### config.mk
export PLATFORM = sky130hd
export DESIGN_NAME = mux_sel_arbiter
export DESIGN_NICKNAME = d
export VERILOG_FILES = /design/src/rtl/mux_sel_pkg.sv /design/src/rtl/mux_sel_arbiter_rr_pick4.sv /design/src/rtl/mux_sel_arbiter.sv
export SDC_FILE = /design/constraint.sdc
export NUM_CORES = 1
export LEC_CHECK = 0
export ABC_AREA = 1
export CAP_MARGIN = 20
export CORE_MARGIN = 1
export CORE_UTILIZATION = 35
export CTS_CLUSTER_SIZE = 28
export DETAILED_ROUTE_END_ITERATION = 6
export SLEW_MARGIN = 20
export SYNTH_ARGS = -nofsm -noshare
export SYNTH_HDL_FRONTEND = slang
export SYNTH_HIERARCHICAL = 1
export SYNTH_SLANG_ARGS = --single-unit
### constraint.sdc
create_clock -name clk_in -period 2.15 [get_ports clk_in]
set_input_delay 0.43 -clock clk_in [delete_from_list [all_inputs] [get_ports clk_in]]
set_output_delay 0.43 -clock clk_in [all_outputs]
set_load 0.02 [all_outputs]
### src/rtl/mux_sel_pkg.sv
// -----------------------------------------------------------------------------
// mux_sel_pkg
// Shared definitions for the 4:1 data-select mux control path.
//   arbState_e   : arbiter state (IDLE waits for requests, GRANT holds a winner)
//   MODE_RR      : round-robin arbitration policy selector value
//   MODE_FIXED   : fixed-priority policy selector value (requester 0 highest)
//   muxSel_t     : 2-bit select code, the same encoding the mux sel_in expects
//   HOLD_CNT_MAX : ceiling of the grant hold counter
// -----------------------------------------------------------------------------
package mux_sel_pkg;

   typedef enum logic {
      IDLE  = 1'b0,
      GRANT = 1'b1
   } arbState_e;

   localparam int MODE_RR    = 0;
   localparam int MODE_FIXED = 1;

   typedef logic [1:0] muxSel_t;

   localparam logic [7:0] HOLD_CNT_MAX = 8'd255;

endpackage

### src/rtl/mux_sel_arbiter_rr_pick4.sv
// -----------------------------------------------------------------------------
// rr_pick4
// Combinational 4-way priority pick with a rotating start position. The search
// begins at ptr_i and walks upward, wrapping 3 -> 0; the first set request wins.
// Tying ptr_i to zero turns it into a plain lowest-index-first priority pick.
// Ports:
//   req_i    : request vector, bit i is requester i
//   ptr_i    : index where the search starts
//   idx_o    : index of the winning requester (don't care when anyReq_o is low)
//   anyReq_o : at least one request bit is set
// -----------------------------------------------------------------------------
module rr_pick4
   import mux_sel_pkg::*;
(
   input  logic [3:0] req_i,
   input  muxSel_t    ptr_i,
   output muxSel_t    idx_o,
   output logic       anyReq_o
);

   logic [3:0] rotReq;
   muxSel_t    offset;

   // Rotate the request vector so the start position lands on bit 0, find the
   // lowest set bit of the rotated copy, then add the start position back on.
   // The 2-bit add wraps naturally, which gives the 3 -> 0 wrap for free.
   always_comb begin
      rotReq   = 4'({req_i, req_i} >> ptr_i);
      offset   = 2'd0;
      for (int k = 3; k >= 0; k--) begin
         if (rotReq[k]) begin
            offset = 2'(k);
         end
      end
      idx_o    = ptr_i + offset;
      anyReq_o = |req_i;
   end

endmodule

### src/rtl/mux_sel_arbiter.sv
// -----------------------------------------------------------------------------
// mux_sel_arbiter
// Upstream control stage for the 4:1 data-select mux. Picks one of four
// requesters, holds the select code frozen for the whole transfer, then drops
// the grant for at least one cycle before re-arbitrating so the mux never
// switches under a valid grant.
// Parameters:
//   MODE     : MODE_RR (round-robin) or MODE_FIXED (requester 0 highest)
//   MAX_HOLD : cycles a grant may last before forced release, 0 = unlimited
// Ports:
//   clk_in      : clock, rising edge
//   rst_n_in    : synchronous active-low reset
//   req_in      : request vector, bit i selects mux input i
//   done_in     : current transfer complete (only looked at while granting)
//   sel_out     : select code to the mux sel_in, stable while valid_out is high
//   gnt_out     : one-hot grant, zero when no grant is active
//   valid_out   : grant active
//   timeout_out : one-cycle pulse when a grant was cut off by MAX_HOLD
// -----------------------------------------------------------------------------
module mux_sel_arbiter
   import mux_sel_pkg::*;
#(
   parameter int MODE     = MODE_RR,
   parameter int MAX_HOLD = 16
) (
   input  logic       clk_in,
   input  logic       rst_n_in,
   input  logic [3:0] req_in,
   input  logic       done_in,
   output logic [1:0] sel_out,
   output logic [3:0] gnt_out,
   output logic       valid_out,
   output logic       timeout_out
);

   // Counter value seen during the last permitted grant cycle.
   localparam logic [7:0] HOLD_LAST = 8'((MAX_HOLD == 0) ? 0 : MAX_HOLD - 1);
   localparam logic       HOLD_EN   = (MAX_HOLD != 0);

   arbState_e  state_q;
   muxSel_t    sel_q;
   muxSel_t    ptr_q;
   logic [3:0] gnt_q;
   logic       valid_q;
   logic       timeout_q;
   logic [7:0] holdCnt_q;
   logic [7:0] holdCnt_d;

   muxSel_t    pickPtr;
   muxSel_t    winner;
   logic       anyReq;
   logic       reqLost;
   logic       holdExpired;
   logic       releaseNow;
   logic       timeoutOnly;

   // Fixed priority is just the rotating pick with the start pinned at zero.
   assign pickPtr = (MODE == MODE_FIXED) ? 2'd0 : ptr_q;

   rr_pick4 uPick (
      .req_i    (req_in),
      .ptr_i    (pickPtr),
      .idx_o    (winner),
      .anyReq_o (anyReq)
   );

   // Release decision for the grant currently held. Any of the three causes is
   // enough, and they all collapse into one release; the timeout flag is only
   // raised when the hold limit is the sole reason the grant is ending.
   always_comb begin
      reqLost     = ~req_in[sel_q];
      holdExpired = HOLD_EN && (holdCnt_q == HOLD_LAST);
      releaseNow  = done_in | reqLost | holdExpired;
      timeoutOnly = holdExpired & ~done_in & ~reqLost;
      holdCnt_d   = (holdCnt_q == HOLD_CNT_MAX) ? holdCnt_q : holdCnt_q + 8'd1;
   end

   // Arbiter FSM with every output registered. Leaving GRANT always lands in
   // IDLE for at least one cycle, which is what guarantees the gap between
   // grants. sel_q is only written on entry to GRANT, so it never moves while
   // idle or while a grant is valid.
   always_ff @(posedge clk_in) begin
      if (!rst_n_in) begin
         state_q   <= IDLE;
         sel_q     <= 2'd0;
         gnt_q     <= 4'b0000;
         valid_q   <= 1'b0;
         timeout_q <= 1'b0;
         ptr_q     <= 2'd0;
         holdCnt_q <= 8'd0;
      end else begin
         timeout_q <= 1'b0;
         case (state_q)
            IDLE: begin
               if (anyReq) begin
                  state_q   <= GRANT;
                  sel_q     <= winner;
                  gnt_q     <= 4'b0001 << winner;
                  valid_q   <= 1'b1;
                  holdCnt_q <= 8'd0;
               end
            end
            GRANT: begin
               holdCnt_q <= holdCnt_d;
               if (releaseNow) begin
                  state_q   <= IDLE;
                  gnt_q     <= 4'b0000;
                  valid_q   <= 1'b0;
                  timeout_q <= timeoutOnly;
                  if (MODE == MODE_RR) begin
                     ptr_q <= sel_q + 2'd1;
                  end
               end
            end
            default: begin
               state_q <= IDLE;
            end
         endcase
      end
   end

   assign sel_out     = sel_q;
   assign gnt_out     = gnt_q;
   assign valid_out   = valid_q;
   assign timeout_out = timeout_q;

endmodule

==> impl_metrics.py, run 1 <==
metrics = {
    "synthesis": {
        "synth-async-reset-ratio": 0,
        "ys.warnings.count": 6,
        "synth_edf_count": 0,
        "post-synth-top-count-cell": "nand2_1",
        "synthesis.nets": 184,
        "syn_area_sq_um": 1150,
        "syn_inst": 175,
        "ys.flop_type": "dfxtp_1",
        "yosys.cell_types.count": 26,
        "synth_common_cells": "nand2_1, nand3_1, dfxtp_1, inv_1, a21oi_1",
        "synth_top_area_share": 0.330,
        "synth_seq_area_share": 0.330,
        "syn_area_per_cell_sq_um": 6.59,
        "ys_top_cells_by_area": "dfxtp_1, nand2_1, nand3_1",
        "synth_area_leader_cell": "dfxtp_1",
        "synth_seq_cells": 19,
    },
    "power": {
        "leakagePower_nw": 0.655,
        "finalPower_mw": 0.998,
        "intPower_mw": 0.626,
        "ir_worst_vdd_v": 0.000375,
        "power_frac_comb": 0.388,
        "p_switching_mw": 0.372,
        "p_clk_frac": 0.184,
        "switching_share": 0.373,
        "power.share.sequential": 0.428,
        "power_density_nw_per_um2": 680,
    },
    "sta": {
        "fin_skew_ps": 15.4,
        "setup-violations-final": 0,
        "post-route-min-period_ps": 1940,
        "worstMarginPinSlew_ps": 500,
        "hold_violations": 0,
        "slew_headroom": 0.666,
        "slew_violations": 0,
        "grt_setup_unrepaired": "no",
        "fmax_ghz": 0.517,
        "post-route-period-util": 0.900,
    },
    "route": {
        "viasPerCell": 4.68,
        "drt_iter0_drc": 44,
        "drc": 0,
        "ant_nets": 0,
        "drtPass1Iterations": 4,
        "wl_per_cell_um": 10.2,
        "wl_mm": 2.50,
        "vias": 1147,
    },
    "cts": {
        "clock_latency_ps": 310,
        "cts-root-buf": "clkbuf_4",
        "cts_hold_buf": 0,
        "htreeDepth": 1,
        "clock-sinks": 19,
        "clkTransAtPathRegs_ps": 120,
        "postCtsSetupBuffers": 0,
        "cts_buffers": 3,
        "cts.path.max_buffers": 2,
        "cts_tree": "yes",
    },
    "critical_path": {
        "worstPathArrival_ps": 2150,
        "cp-start-kind": "register",
        "end_kind": "register",
        "critPathRequiredTime_ps": 2370,
        "critPathKind": "reg -> reg",
        "worstPathMaxFanout": 7,
    },
    "floorplan": {
        "die_h_um": 59.4,
        "fp.dieW_um": 59.4,
        "die_area_sq_um": 3530,
        "core-area_sq_um": 3080,
        "start_util": 0.375,
        "row_count": 20,
        "io_pins": 15,
    },
    "placement": {
        "place.gp.congestion": 0.829,
        "place_inst": 241,
        "hpwl_mm": 1.94,
        "io_buffers": 14,
    },
    "hold_path": {
        "holdCritPathClass": "reg -> reg",
    },
    "finish": {
        "area_delta_synth_final_pct": 27.2,
        "diodes": 0,
        "final_cells": 245,
        "drive_gt1_frac": 0.209,
        "num-nets-final": 211,
    },
    "global_route": {
        "grt_pass1_vias": 1036,
        "grt_pass1_wl_mm": 4.34,
        "antenna_found_initial": 0,
        "overflow": 0,
        "grt.total_usage": 0.163,
        "grt_max_degree": 12,
    },
    "job": {
        "max_cap_viol_count": 0,
    },
    "status": {
        "status": "finished clean",
    },
}
-- cell usage in the layout (no fill, tap or decap), types with 2 or more instances in the layout --
cell             synthesis  routed
nand3_1                 24      24
nand2_1                 44      43
dfxtp_2                  0       2
nor3_2                   2       3
a21oi_1                 17      17
inv_2                    7       8
buf_4                    0      11
inv_1                   19      18
clkbuf_4                 0       3
o21ai_0                  6       6
nand2_2                  4       5
nor2_4                   2       2
nor2_1                  10      10
dlymetal6s2s_1           0       4
or2_2                    2       2
clkdlybuf4s50_1          0      10
nand3_2                  2       2
dfxtp_1                 19      17
-- repair_timing --
item	CTS	global route
gates resized for setup	0	11
hold endpoints to repair	0	0
setup endpoints to repair	0	5
-- registers in the layout, summed over array words and instances, names as in the netlist --
| name | count |
|---|---|
| holdCnt_q | 8 |
| sel_out | 2 |
| timeout_out | 1 |
| pickPtr | 2 |
| valid_out | 1 |
| gnt_out | 4 |
| state_q | 1 |
-- routing by layer --
metal,global-route usage,vias up,wire [um]
li1,-,616,-
met1,0.216,517,1260
met2,0.258,12,1150
met3,0.0480,2,75
met4,0.0374,0,10
met5,0,-,0
-- power groups by stage --
stage                     Sequential (mW)  Clock (mW)  Combinational [mW]
after global placement              0.432           0               0.368
after floorplan                     0.450           0               0.225
after CTS                           0.426       0.197               0.377
after global routing                0.432       0.210               0.435
after detailed placement            0.433           0               0.375
final                               0.427       0.184               0.387
-- layout make-up --
type	instances	area, sq um
multi-input cells	126	668
fillers	325	1610
inverters	27	101
flip-flops and latches	19	383
clock inverters	1	5.00
repair buffers	25	233
clock buffers	3	22.5
well taps	44	55.1
-- cell families after synthesis --
family | count (synthesis) | share of synthesized area
xor+xnor | 2 | 0.0152
simple gates | 97 | 0.417
flops | 19 | 0.330
compound gates | 25 | 0.111
fa+ha+maj | 2 | 0.0217
buf+inv | 30 | 0.106
-- critical path, cell delays in order, from the launching register on --
cell and delay (ps):
dfxtp_2 420, inv_2 70, nand2_1 80, nand3_1 70
nand2_1 90, nand3_1 70, a21boi_1 150, ha_2 210
xor2_2 170, inv_1 60, nand3_1 90, nand2_2 80
inv_2 70, nor3_1 40, a21oi_1 130, nor2_1 50
-- through the flow --
step	utilization	cell area (sq um)	hold WS, ps	setup WS, ps	setup TNS [ps]
5_1_grt	0.477	1470	525	8.31	0
3_5_place_dp	0.458	1410	482	-286	-1510
2_1_floorplan	-	1150	456	353	0
3_3_place_gp	0.458	1410	466	-164	-761
6_report	0.477	1470	494	214	0
4_1_cts	0.467	1440	500	53.8	0
-- worst paths after layout --
| check | from | to | slack (ps) | cells after the start |
|---|---|---|---|---|
| worst max-delay path | pickPtr[0]$_SDFFE_PN0P_ | gnt_out[3]$_SDFFE_PN0P_ | 210 | 15 |
| worst min-delay path | holdCnt_q[1]$_SDFFE_PN0P_ | holdCnt_q[1]$_SDFFE_PN0P_ | 490 | 2 |
| worst max register to register | pickPtr[0]$_SDFFE_PN0P_ | gnt_out[3]$_SDFFE_PN0P_ | 210 | 15 |
| worst min register to register | holdCnt_q[1]$_SDFFE_PN0P_ | holdCnt_q[1]$_SDFFE_PN0P_ | 490 | 2 |
Note: power is estimated with default switching activity, not from simulation.
==> run 2: changes to the inputs <==
Settings changed: SETUP_SLACK_MARGIN set to 0.02.
==> results of run 2 <==
The final DEF is identical to that of run 1; final timing and power are the same.
